## src/rtl/id_ex_stage.sv

```systemverilog
// -----------------------------------------------------------------------------
// id_ex_stage
// ID/EX pipeline register for a 64-bit ARMv8-style core, with the ALU control
// decoder in front of the register and the EX-stage operand forwarding muxes
// behind it.
//
// Ports:
//   clk, rst            clock, asynchronous active-high reset (forces a bubble)
//   stall, flush        hold the stage / load a bubble (flush wins)
//   in_valid            decode-stage instruction valid
//   rd1, rd2, imm       register-file read data and sign-extended immediate
//   rn, rm, rd          source and destination register numbers
//   alu_src, alu_op     operand B select (1 = imm), main-decoder ALU class
//   opcode              instruction[31:21]
//   reg_write .. branch decode control bits
//   exmem_*, memwb_*    later-stage writeback info used for forwarding
//   ex_valid            EX stage holds a real instruction
//   alu_a, alu_b        forwarded ALU operands
//   alu_ctl             ALU operation code
//   ex_store_data       forwarded Rm value for stores
//   ex_rd               destination register
//   ex_reg_write .. ex_branch  registered control bits
//   ex_illegal          unrecognised R-type opcode
// -----------------------------------------------------------------------------
module id_ex_stage #(
   parameter int DATA_W = 64
) (
   input  logic              clk,
   input  logic              rst,
   input  logic              stall,
   input  logic              flush,
   input  logic              in_valid,
   input  logic [DATA_W-1:0] rd1,
   input  logic [DATA_W-1:0] rd2,
   input  logic [DATA_W-1:0] imm,
   input  logic [4:0]        rn,
   input  logic [4:0]        rm,
   input  logic [4:0]        rd,
   input  logic              alu_src,
   input  logic [1:0]        alu_op,
   input  logic [10:0]       opcode,
   input  logic              reg_write,
   input  logic              mem_read,
   input  logic              mem_write,
   input  logic              mem_to_reg,
   input  logic              branch,
   input  logic              exmem_reg_write,
   input  logic [4:0]        exmem_rd,
   input  logic [DATA_W-1:0] exmem_result,
   input  logic              memwb_reg_write,
   input  logic [4:0]        memwb_rd,
   input  logic [DATA_W-1:0] memwb_result,
   output logic              ex_valid,
   output logic [DATA_W-1:0] alu_a,
   output logic [DATA_W-1:0] alu_b,
   output logic [3:0]        alu_ctl,
   output logic [DATA_W-1:0] ex_store_data,
   output logic [4:0]        ex_rd,
   output logic              ex_reg_write,
   output logic              ex_mem_read,
   output logic              ex_mem_write,
   output logic              ex_mem_to_reg,
   output logic              ex_branch,
   output logic              ex_illegal
);

   localparam logic [3:0]  CTL_AND   = 4'b0000;
   localparam logic [3:0]  CTL_ORR   = 4'b0001;
   localparam logic [3:0]  CTL_ADD   = 4'b0010;
   localparam logic [3:0]  CTL_SUB   = 4'b0110;
   localparam logic [3:0]  CTL_PASSB = 4'b0111;
   localparam logic [3:0]  CTL_NOR   = 4'b1100;
   localparam logic [4:0]  XZR       = 5'd31;
   localparam logic [10:0] OPC_ADD   = 11'b10001011000;
   localparam logic [10:0] OPC_SUB   = 11'b11001011000;
   localparam logic [10:0] OPC_AND   = 11'b10001010000;
   localparam logic [10:0] OPC_ORR   = 11'b10101010000;

   // Returns {illegal, alu_ctl}. Unknown R-type opcodes fall back to ADD so the
   // datapath stays well-defined while the illegal flag reports the problem.
   function automatic logic [4:0] alu_decode(input logic [1:0] op, input logic [10:0] opc);
      logic [4:0] res;
      res = {1'b0, CTL_ADD};
      unique case (op)
         2'b00: res = {1'b0, CTL_ADD};
         2'b01: res = {1'b0, CTL_PASSB};
         2'b11: res = {1'b0, CTL_NOR};
         2'b10: begin
            unique case (opc)
               OPC_ADD: res = {1'b0, CTL_ADD};
               OPC_SUB: res = {1'b0, CTL_SUB};
               OPC_AND: res = {1'b0, CTL_AND};
               OPC_ORR: res = {1'b0, CTL_ORR};
               default: res = {1'b1, CTL_ADD};
            endcase
         end
         default: res = {1'b0, CTL_ADD};
      endcase
      return res;
   endfunction

   // EX/MEM is checked first: it holds the younger producer. XZR is never
   // forwarded because writes to it are discarded by the register file.
   function automatic logic [DATA_W-1:0] forward(input logic [4:0] src,
                                                 input logic [DATA_W-1:0] rf_val);
      logic [DATA_W-1:0] res;
      if (exmem_reg_write && (exmem_rd != XZR) && (exmem_rd == src))
         res = exmem_result;
      else if (memwb_reg_write && (memwb_rd != XZR) && (memwb_rd == src))
         res = memwb_result;
      else
         res = rf_val;
      return res;
   endfunction

   logic              valid_q,      valid_d;
   logic [DATA_W-1:0] rd1_q,        rd1_d;
   logic [DATA_W-1:0] rd2_q,        rd2_d;
   logic [DATA_W-1:0] imm_q,        imm_d;
   logic [4:0]        rn_q,         rn_d;
   logic [4:0]        rm_q,         rm_d;
   logic [4:0]        rd_q,         rd_d;
   logic              alu_src_q,    alu_src_d;
   logic [3:0]        alu_ctl_q,    alu_ctl_d;
   logic              illegal_q,    illegal_d;
   logic              reg_write_q,  reg_write_d;
   logic              mem_read_q,   mem_read_d;
   logic              mem_write_q,  mem_write_d;
   logic              mem_to_reg_q, mem_to_reg_d;
   logic              branch_q,     branch_d;

   logic [4:0]        dec;
   logic [DATA_W-1:0] fwd_a;
   logic [DATA_W-1:0] fwd_m;

   assign dec = alu_decode(alu_op, opcode);

   // Next-state: flush beats stall beats load.
   always_comb begin
      valid_d      = valid_q;
      rd1_d        = rd1_q;
      rd2_d        = rd2_q;
      imm_d        = imm_q;
      rn_d         = rn_q;
      rm_d         = rm_q;
      rd_d         = rd_q;
      alu_src_d    = alu_src_q;
      alu_ctl_d    = alu_ctl_q;
      illegal_d    = illegal_q;
      reg_write_d  = reg_write_q;
      mem_read_d   = mem_read_q;
      mem_write_d  = mem_write_q;
      mem_to_reg_d = mem_to_reg_q;
      branch_d     = branch_q;
      if (flush) begin
         valid_d      = 1'b0;
         rd1_d        = '0;
         rd2_d        = '0;
         imm_d        = '0;
         rn_d         = '0;
         rm_d         = '0;
         rd_d         = '0;
         alu_src_d    = 1'b0;
         alu_ctl_d    = CTL_ADD;
         illegal_d    = 1'b0;
         reg_write_d  = 1'b0;
         mem_read_d   = 1'b0;
         mem_write_d  = 1'b0;
         mem_to_reg_d = 1'b0;
         branch_d     = 1'b0;
      end else if (!stall) begin
         valid_d      = in_valid;
         rd1_d        = rd1;
         rd2_d        = rd2;
         imm_d        = imm;
         rn_d         = rn;
         rm_d         = rm;
         rd_d         = rd;
         alu_src_d    = alu_src;
         alu_ctl_d    = dec[3:0];
         illegal_d    = dec[4];
         reg_write_d  = reg_write  & in_valid;
         mem_read_d   = mem_read   & in_valid;
         mem_write_d  = mem_write  & in_valid;
         mem_to_reg_d = mem_to_reg & in_valid;
         branch_d     = branch     & in_valid;
      end
   end

   // ID/EX stage boundary
   always_ff @(posedge clk or posedge rst) begin
      if (rst) begin
         valid_q      <= 1'b0;
         rd1_q        <= '0;
         rd2_q        <= '0;
         imm_q        <= '0;
         rn_q         <= '0;
         rm_q         <= '0;
         rd_q         <= '0;
         alu_src_q    <= 1'b0;
         alu_ctl_q    <= CTL_ADD;
         illegal_q    <= 1'b0;
         reg_write_q  <= 1'b0;
         mem_read_q   <= 1'b0;
         mem_write_q  <= 1'b0;
         mem_to_reg_q <= 1'b0;
         branch_q     <= 1'b0;
      end else begin
         valid_q      <= valid_d;
         rd1_q        <= rd1_d;
         rd2_q        <= rd2_d;
         imm_q        <= imm_d;
         rn_q         <= rn_d;
         rm_q         <= rm_d;
         rd_q         <= rd_d;
         alu_src_q    <= alu_src_d;
         alu_ctl_q    <= alu_ctl_d;
         illegal_q    <= illegal_d;
         reg_write_q  <= reg_write_d;
         mem_read_q   <= mem_read_d;
         mem_write_q  <= mem_write_d;
         mem_to_reg_q <= mem_to_reg_d;
         branch_q     <= branch_d;
      end
   end

   // Forwarding is purely combinational off the registered source numbers.
   assign fwd_a = forward(rn_q, rd1_q);
   assign fwd_m = forward(rm_q, rd2_q);

   assign ex_valid      = valid_q;
   assign alu_a         = fwd_a;
   assign alu_b         = alu_src_q ? imm_q : fwd_m;
   assign alu_ctl       = alu_ctl_q;
   assign ex_store_data = fwd_m;
   assign ex_rd         = rd_q;
   assign ex_reg_write  = reg_write_q;
   assign ex_mem_read   = mem_read_q;
   assign ex_mem_write  = mem_write_q;
   assign ex_mem_to_reg = mem_to_reg_q;
   assign ex_branch     = branch_q;
   assign ex_illegal    = illegal_q;

endmodule

```

## config.mk

```make
export PLATFORM = sky130hd
export DESIGN_NAME = id_ex_stage
export DESIGN_NICKNAME = d
export VERILOG_FILES = /design/src/rtl/id_ex_stage.sv
export SDC_FILE = /design/constraint.sdc
export NUM_CORES = 1
export LEC_CHECK = 0
export ABC_CLOCK_PERIOD_IN_PS = 9450
export BUFFER_PORTS_ARGS = -buffer_cell sky130_fd_sc_hd__buf_2
export CELL_PAD_IN_SITES_DETAIL_PLACEMENT = 0
export CELL_PAD_IN_SITES_GLOBAL_PLACEMENT = 1
export CORE_AREA = 5 5 224 226
export DETAILED_ROUTE_END_ITERATION = 12
export DIE_AREA = 0 0 229 231
export GPL_TIMING_DRIVEN = 0
export PLACE_DENSITY_LB_ADDON = 0.3
export SYNTH_ARGS = -nofsm -noshare
export SYNTH_HDL_FRONTEND = slang
export SYNTH_SLANG_ARGS = --single-unit
```

## constraint.sdc

```tcl
create_clock -name clk -period 9.45 [get_ports clk]
set_input_delay 2.835 -clock clk [delete_from_list [all_inputs] [get_ports clk]]
set_output_delay 2.835 -clock clk [all_outputs]
set_load 0.01 [all_outputs]
```

==> results.sh, run 1 <==
export IMPL_p_int_uw=1860
export IMPL_cts_max_level=1
export IMPL_critPathArrivalTime_ps=6050
export IMPL_fin_nets=2391
export IMPL_row_count=81
export IMPL_io_buffer_count=576
export IMPL_finClkSkew_ps=0
export IMPL_fmax_mhz=113
export IMPL_cp_max_fo=10
export IMPL_ctsHoldBuffers=0
export IMPL_maxSlewHeadroom_pct=11.5
export IMPL_synth_top_area_cell="dfrtp_1"
export IMPL_path_clk_slew_ps=60
export IMPL_hold_path_class="reg -> reg"
export IMPL_antenna_found_initial=24
export IMPL_via_per_inst=4.90
export IMPL_rsz0062_at_grt="no"
export IMPL_postRouteAntennaNets=0
export IMPL_yosysTopAreaCellShare_pct=41.9
export IMPL_final_hold_viol_count=0
export IMPL_num_vias=13141
export IMPL_first_pass_iters=5
export IMPL_ir_drop_mv=0.112
export IMPL_yosys_most_used_dff="dfrtp_1"
export IMPL_p_clk_share_pct=40.5
export IMPL_layout_setup_ws_ps=561
export IMPL_coreArea_um2=48100
export IMPL_synthTopCellsByArea="dfrtp_1 (42%), mux2i_1 (21%), nor2_1 (8.3%)"
export IMPL_hpwl_um=49000
export IMPL_ios=579
export IMPL_clock_tree_root_cell="clkbuf_16"
export IMPL_ys_warn_count=0
export IMPL_area_growth_pct=36.0
export IMPL_rr_startpoint="alu_src_q$_DFFE_PP0P_"
export IMPL_wl_per_cell_um=23.6
export IMPL_clock_sinks=219
export IMPL_place_area_um2=16700
export IMPL_fin_crit_ps=8890
export IMPL_nFillCells=5144
export IMPL_seqPwrFrac_pct=38.1
export IMPL_fin_area_um2=17700
export IMPL_multi_input_area_um2=6730
export IMPL_p_sw_uw=820
export IMPL_grt_pass1_wl_um=92200
export IMPL_layout_drive_gt1_share_pct=32.2
export IMPL_die_area_um2=52900
export IMPL_syn_instance_count=1411
export IMPL_p_per_area_nw_per_um2=151
export IMPL_tritoncts="done"
export IMPL_totalWireLength_um=63300
export IMPL_end_kind="output port"
export IMPL_synth_area_um2=13000
export IMPL_tightest_slew_ps=1330
export IMPL_rr_endpoint="alu_src_q$_DFFE_PP0P_"
export IMPL_die_x_um=229
export IMPL_synth_edff_count=0
export IMPL_drt_iter0_drc=757
export IMPL_fp_dieH_um=231
export IMPL_drc=0
export IMPL_synth_seq_area_share_pct=42.1
export IMPL_critPathLaunchType="input port"
export IMPL_r2r_slack_ps=7030
export IMPL_cap_violations=0
export IMPL_status="complete, no violations"
export IMPL_async_flop_share_pct=100
export IMPL_setup_violations=0
export IMPL_overflow=0
export IMPL_grt_pass1_vias=13934
export IMPL_cts_inserted_buffers=29
export IMPL_regArea_um2=5480
export IMPL_yosys_cell_types_count=41
export IMPL_largestRegisters="imm_q (64), rd1_q (64), rd2_q (64)"
export IMPL_grt_max_degree=100
export IMPL_clk_latency_ps=560
export IMPL_clockBufferDepth=3
export IMPL_ys_seq_elements=219
export IMPL_post_cts_buffers=0
export IMPL_synth_area_per_cell_um2=9.23
export IMPL_p_comb_share_pct=21.3
export IMPL_final_cell_mix="buf_2 (593), nor2_1 (288), mux2i_1 (272)"
export IMPL_start_util_pct=27.0
export IMPL_hold_start="alu_ctl[3]$_DFFE_PP0P_"
export IMPL_post_route_util_pct=36.8
export IMPL_final_common_cell="buf_2"
export IMPL_drv_slew=0
export IMPL_syn_nets=1782
export IMPL_dp_slack_ps=550
export IMPL_gp_congestion=0.885
export IMPL_critPathKind="in -> out"
export IMPL_hold_depth=2
export IMPL_leakage_uw=0.00921
export IMPL_finalCritPeriodShare_pct=94.1
export IMPL_rr_worst_depth=4
export IMPL_ctsResizeCount=0
export IMPL_critical_path_required_ps=6620
export IMPL_swShare_pct=30.6
export IMPL_grtUsageTotal_pct=22.8
export IMPL_hold_end="alu_ctl[3]$_DFFE_PP0P_"
export IMPL_tns_ps=0
metal layers:
layer	wire (um)	track usage (%)
met1	27400	30.2
met3	4440	5.34
met5	41	0
met4	1490	6.48
met2	29900	37.4
cells by family after synthesis:
family,Yosys count,share of synthesized area (%)
DFF,219,42.1
buffers and inverters,188,6.24
xor gates and xnor gates,20,1.35
AOI/OAI and AO/OA,211,9.08
and+or+nand+nor,438,14.9
muxes,335,26.4
cell usage after synthesis, drive strengths merged (2+ instances only):
master and instances:
buf 39, and3 3, a22oi 4, a211oi 2, nand4 3, inv 65, or3 62, a21oi 68
nor2b 4, xnor2 13, o21ai 65, nor3 64, a31oi 62, mux2 63, xor2 7, clkbuf 84
o31ai 2, nor4 2, o21a 2, nand2 4, nor2 288, o211ai 3, mux2i 272, dfrtp 218
nand3 3
power groups by stage:
stage                     clock (uW)  combinational, uW  sequential [uW]
final                           1090                572             1020
after global routing            1160                623             1030
after CTS                       1120                578             1020
after detailed placement           0                576             1040
after global placement             0                570             1040
after floorplan                    0                295             1030
worst max-delay path: stages:
cell     delay, ps
buf_2          130
xnor2_1        140
nand4_1        950
or2_2          680
buf_2          270
buf_2          260
a31oi_1        430
mux2_1         210
buf_2          130
metrics by stage:
step           cells  total power, uW  hold WS [ps]
6_report        2682             2680           508
5_1_grt         2679             2810           530
4_1_cts         2662             2720           519
3_5_place_dp    2611             1610           506
3_3_place_gp    2609             1610           496
2_1_floorplan   1411             1320           483
worst max path at each step:
stage | startpoint | to | slack [ps] | depth (start not counted)
2_1_floorplan | rst | alu_ctl[0]$_DFFE_PP0P_ | 620 | 1
3_3_place_gp | rst | imm_q[63]$_DFFE_PP0P_ | -2770 | 2
3_5_place_dp | exmem_rd[1] | alu_b[13] | 550 | 9
4_1_cts | exmem_rd[2] | alu_b[13] | 540 | 9
5_1_grt | exmem_rd[3] | alu_b[56] | 470 | 9
6_report | exmem_rd[2] | alu_b[13] | 560 | 9
area by class of cell:
class / instances / area share [%]
diodes: 20 / 0.283
plain buffers: 123 / 3.21
clock buffers: 40 / 4.50
clock inverters: 11 / 0.629
inverters: 65 / 1.42
multi-input cells: 1004 / 38.0
flip-flops and latches: 219 / 31.0
well taps: 622 / 4.40
repair buffers: 578 / 16.6
(Power assumes the default switching activity.)
==> inputs of run 2 (changes only) <==
--- a/config.mk
+++ b/config.mk
@@ -13,6 +13,7 @@
 export DETAILED_ROUTE_END_ITERATION = 12
 export DIE_AREA = 0 0 229 231
 export GPL_TIMING_DRIVEN = 0
+export MAX_ROUTING_LAYER = met4
 export PLACE_DENSITY_LB_ADDON = 0.3
 export SYNTH_ARGS = -nofsm -noshare
 export SYNTH_HDL_FRONTEND = slang
==> run 2 against run 1 <==
  * Via count barely moved
  * Largest cell class unchanged
  * Cell area rose by 0.71%
  * Critical path depth did not move
  * Highest routed layer is now met4
  * Power rose by 3.4%
  * Sequential power barely moved
  * Non-clock buffer count did not move
  * Critical path type unchanged
  * Worst setup slack improved by 85 ps
==> results.sh, run 2 (synthesis results as in run 1) <==
export IMPL_die_x_um=229
export IMPL_antenna_found_initial=28
export IMPL_worstSetupStartpoint="exmem_rd[1]"
export IMPL_fin_area_um2=17800
export IMPL_totalWireLength_um=63300
export IMPL_ctsResizeCount=0
export IMPL_fin_crit_ps=8800
export IMPL_critPathKind="in -> out"
export IMPL_row_count=81
export IMPL_first_pass_iters=5
export IMPL_p_comb_share_pct=20.6
export IMPL_final_common_cell="buf_2"
export IMPL_swShare_pct=30.2
export IMPL_critPathLaunchType="input port"
export IMPL_final_cell_mix="buf_2 (593), nor2_1 (288), mux2i_1 (272)"
export IMPL_end_kind="output port"
export IMPL_cp_max_fo=10
export IMPL_finClkSkew_ps=0
export IMPL_grt_pass1_wl_um=92300
export IMPL_num_vias=13146
export IMPL_tightest_slew_ps=1360
export IMPL_critPathArrivalTime_ps=5970
export IMPL_finalCritPeriodShare_pct=93.2
export IMPL_cts_inserted_buffers=30
export IMPL_die_area_um2=52900
export IMPL_post_route_util_pct=37.0
export IMPL_grt_pass1_vias=13919
export IMPL_via_per_inst=4.89
export IMPL_layout_drive_gt1_share_pct=32.5
export IMPL_clock_tree_root_cell="clkbuf_16"
export IMPL_cap_violations=0
export IMPL_multi_input_area_um2=6730
export IMPL_path_clk_slew_ps=50
export IMPL_start_util_pct=27.0
export IMPL_area_growth_pct=36.9
export IMPL_regArea_um2=5480
export IMPL_ctsHoldBuffers=0
export IMPL_final_hold_viol_count=0
export IMPL_wl_per_cell_um=23.5
export IMPL_seqPwrFrac_pct=36.9
export IMPL_coreArea_um2=48100
export IMPL_io_buffer_count=576
export IMPL_clk_latency_ps=560
export IMPL_rr_startpoint="alu_src_q$_DFFE_PP0P_"
export IMPL_maxSlewHeadroom_pct=9.25
export IMPL_drc=0
export IMPL_ios=579
export IMPL_fp_dieH_um=231
export IMPL_p_int_uw=1930
export IMPL_clock_sinks=219
export IMPL_hold_path_class="reg -> reg"
export IMPL_clockBufferDepth=3
export IMPL_tritoncts="done"
export IMPL_r2r_slack_ps=6990
export IMPL_fmax_mhz=114
export IMPL_p_sw_uw=838
export IMPL_overflow=0
export IMPL_drv_slew=0
export IMPL_fin_nets=2392
export IMPL_nFillCells=5179
export IMPL_rr_worst_depth=4
export IMPL_gp_congestion=0.893
export IMPL_largestRegisters="imm_q (64), rd1_q (64), rd2_q (64)"
export IMPL_setup_violations=0
export IMPL_post_cts_buffers=0
export IMPL_rr_endpoint="alu_src_q$_DFFE_PP0P_"
export IMPL_grt_max_degree=102
export IMPL_hpwl_um=49100
export IMPL_postRouteAntennaNets=0
export IMPL_rsz0062_at_grt="no"
export IMPL_leakage_uw=0.00926
export IMPL_p_per_area_nw_per_um2=156
export IMPL_status="complete, no violations"
export IMPL_cts_max_level=1
export IMPL_tns_ps=0
export IMPL_place_area_um2=16700
export IMPL_grtUsageTotal_pct=23.5
export IMPL_drt_iter0_drc=709
export IMPL_endpoint="alu_b[24]"
export IMPL_ir_drop_mv=0.107
export IMPL_p_clk_share_pct=42.5
export IMPL_critical_path_required_ps=6620
==> run 2: cell types whose count changed in the layout (fill, tap and decap cells not counted) <==
cell,delta
clkbuf_8,+5
clkinvlp_4,+2
clkinv_2,-2
clkbuf_16,+2
clkbuf_1,-3
diode_2,+5
==> run 2: layout make-up <==
cell class              instances  area share, %
diodes                         25          0.351
plain buffers                 123           3.19
clock buffers                  44           5.07
clock inverters                11          0.653
inverters                      65           1.41
multi-input cells            1004           37.7
flip-flops and latches        219           30.7
well taps                     622           4.37
repair buffers                578           16.5
==> run 2: power groups by stage <==
stage,clock (uW),sequential [uW],combinational [uW]
2_1_floorplan,0,1030,295
3_3_place_gp,0,1040,570
3_5_place_dp,0,1040,576
4_1_cts,1210,1020,579
5_1_grt,1250,1030,625
6_report,1180,1020,572
==> run 2: per-stage QoR <==
stage / setup slack, ps / total power (uW) / hold WS, ps / instances
6_report: 646 / 2770 / 519 / 2691
3_3_place_gp: -2790 / 1610 / 497 / 2609
2_1_floorplan: 624 / 1320 / 483 / 1411
4_1_cts: 545 / 2810 / 520 / 2666
3_5_place_dp: 546 / 1610 / 506 / 2611
5_1_grt: 484 / 2900 / 539 / 2690
==> run 2: how the worst min path moves through the flow <==
stage,to,cells after the start,startpoint,slack (ps)
finish,imm_q[20]$_DFFE_PP0P_,2,imm_q[20]$_DFFE_PP0P_,520
global route,rd2_q[61]$_DFFE_PP0P_,2,rd2_q[61]$_DFFE_PP0P_,540
CTS,rd2_q[20]$_DFFE_PP0P_,2,rd2_q[20]$_DFFE_PP0P_,520
detailed placement,rd2_q[7]$_DFFE_PP0P_,2,rd2_q[7]$_DFFE_PP0P_,510
global placement,rd2_q[61]$_DFFE_PP0P_,2,rd2_q[61]$_DFFE_PP0P_,500
floorplan,rd2_q[0]$_DFFE_PP0P_,2,rd2_q[0]$_DFFE_PP0P_,480
==> run 2: critical path: stages <==
cell and delay [ps]:
buf_2 130, xnor2_1 150, nand4_1 930, or2_2 660
buf_2 260, buf_2 260, a31oi_1 380, mux2_1 200
buf_2 160
==> run 2: metal layers <==
metal | share of wire [%] | global-route usage [%]
met3 | 5.9 | 4.50
met2 | 47 | 37.5
met5 | 0 | -
met1 | 44 | 30.3
met4 | 2.7 | 7.42
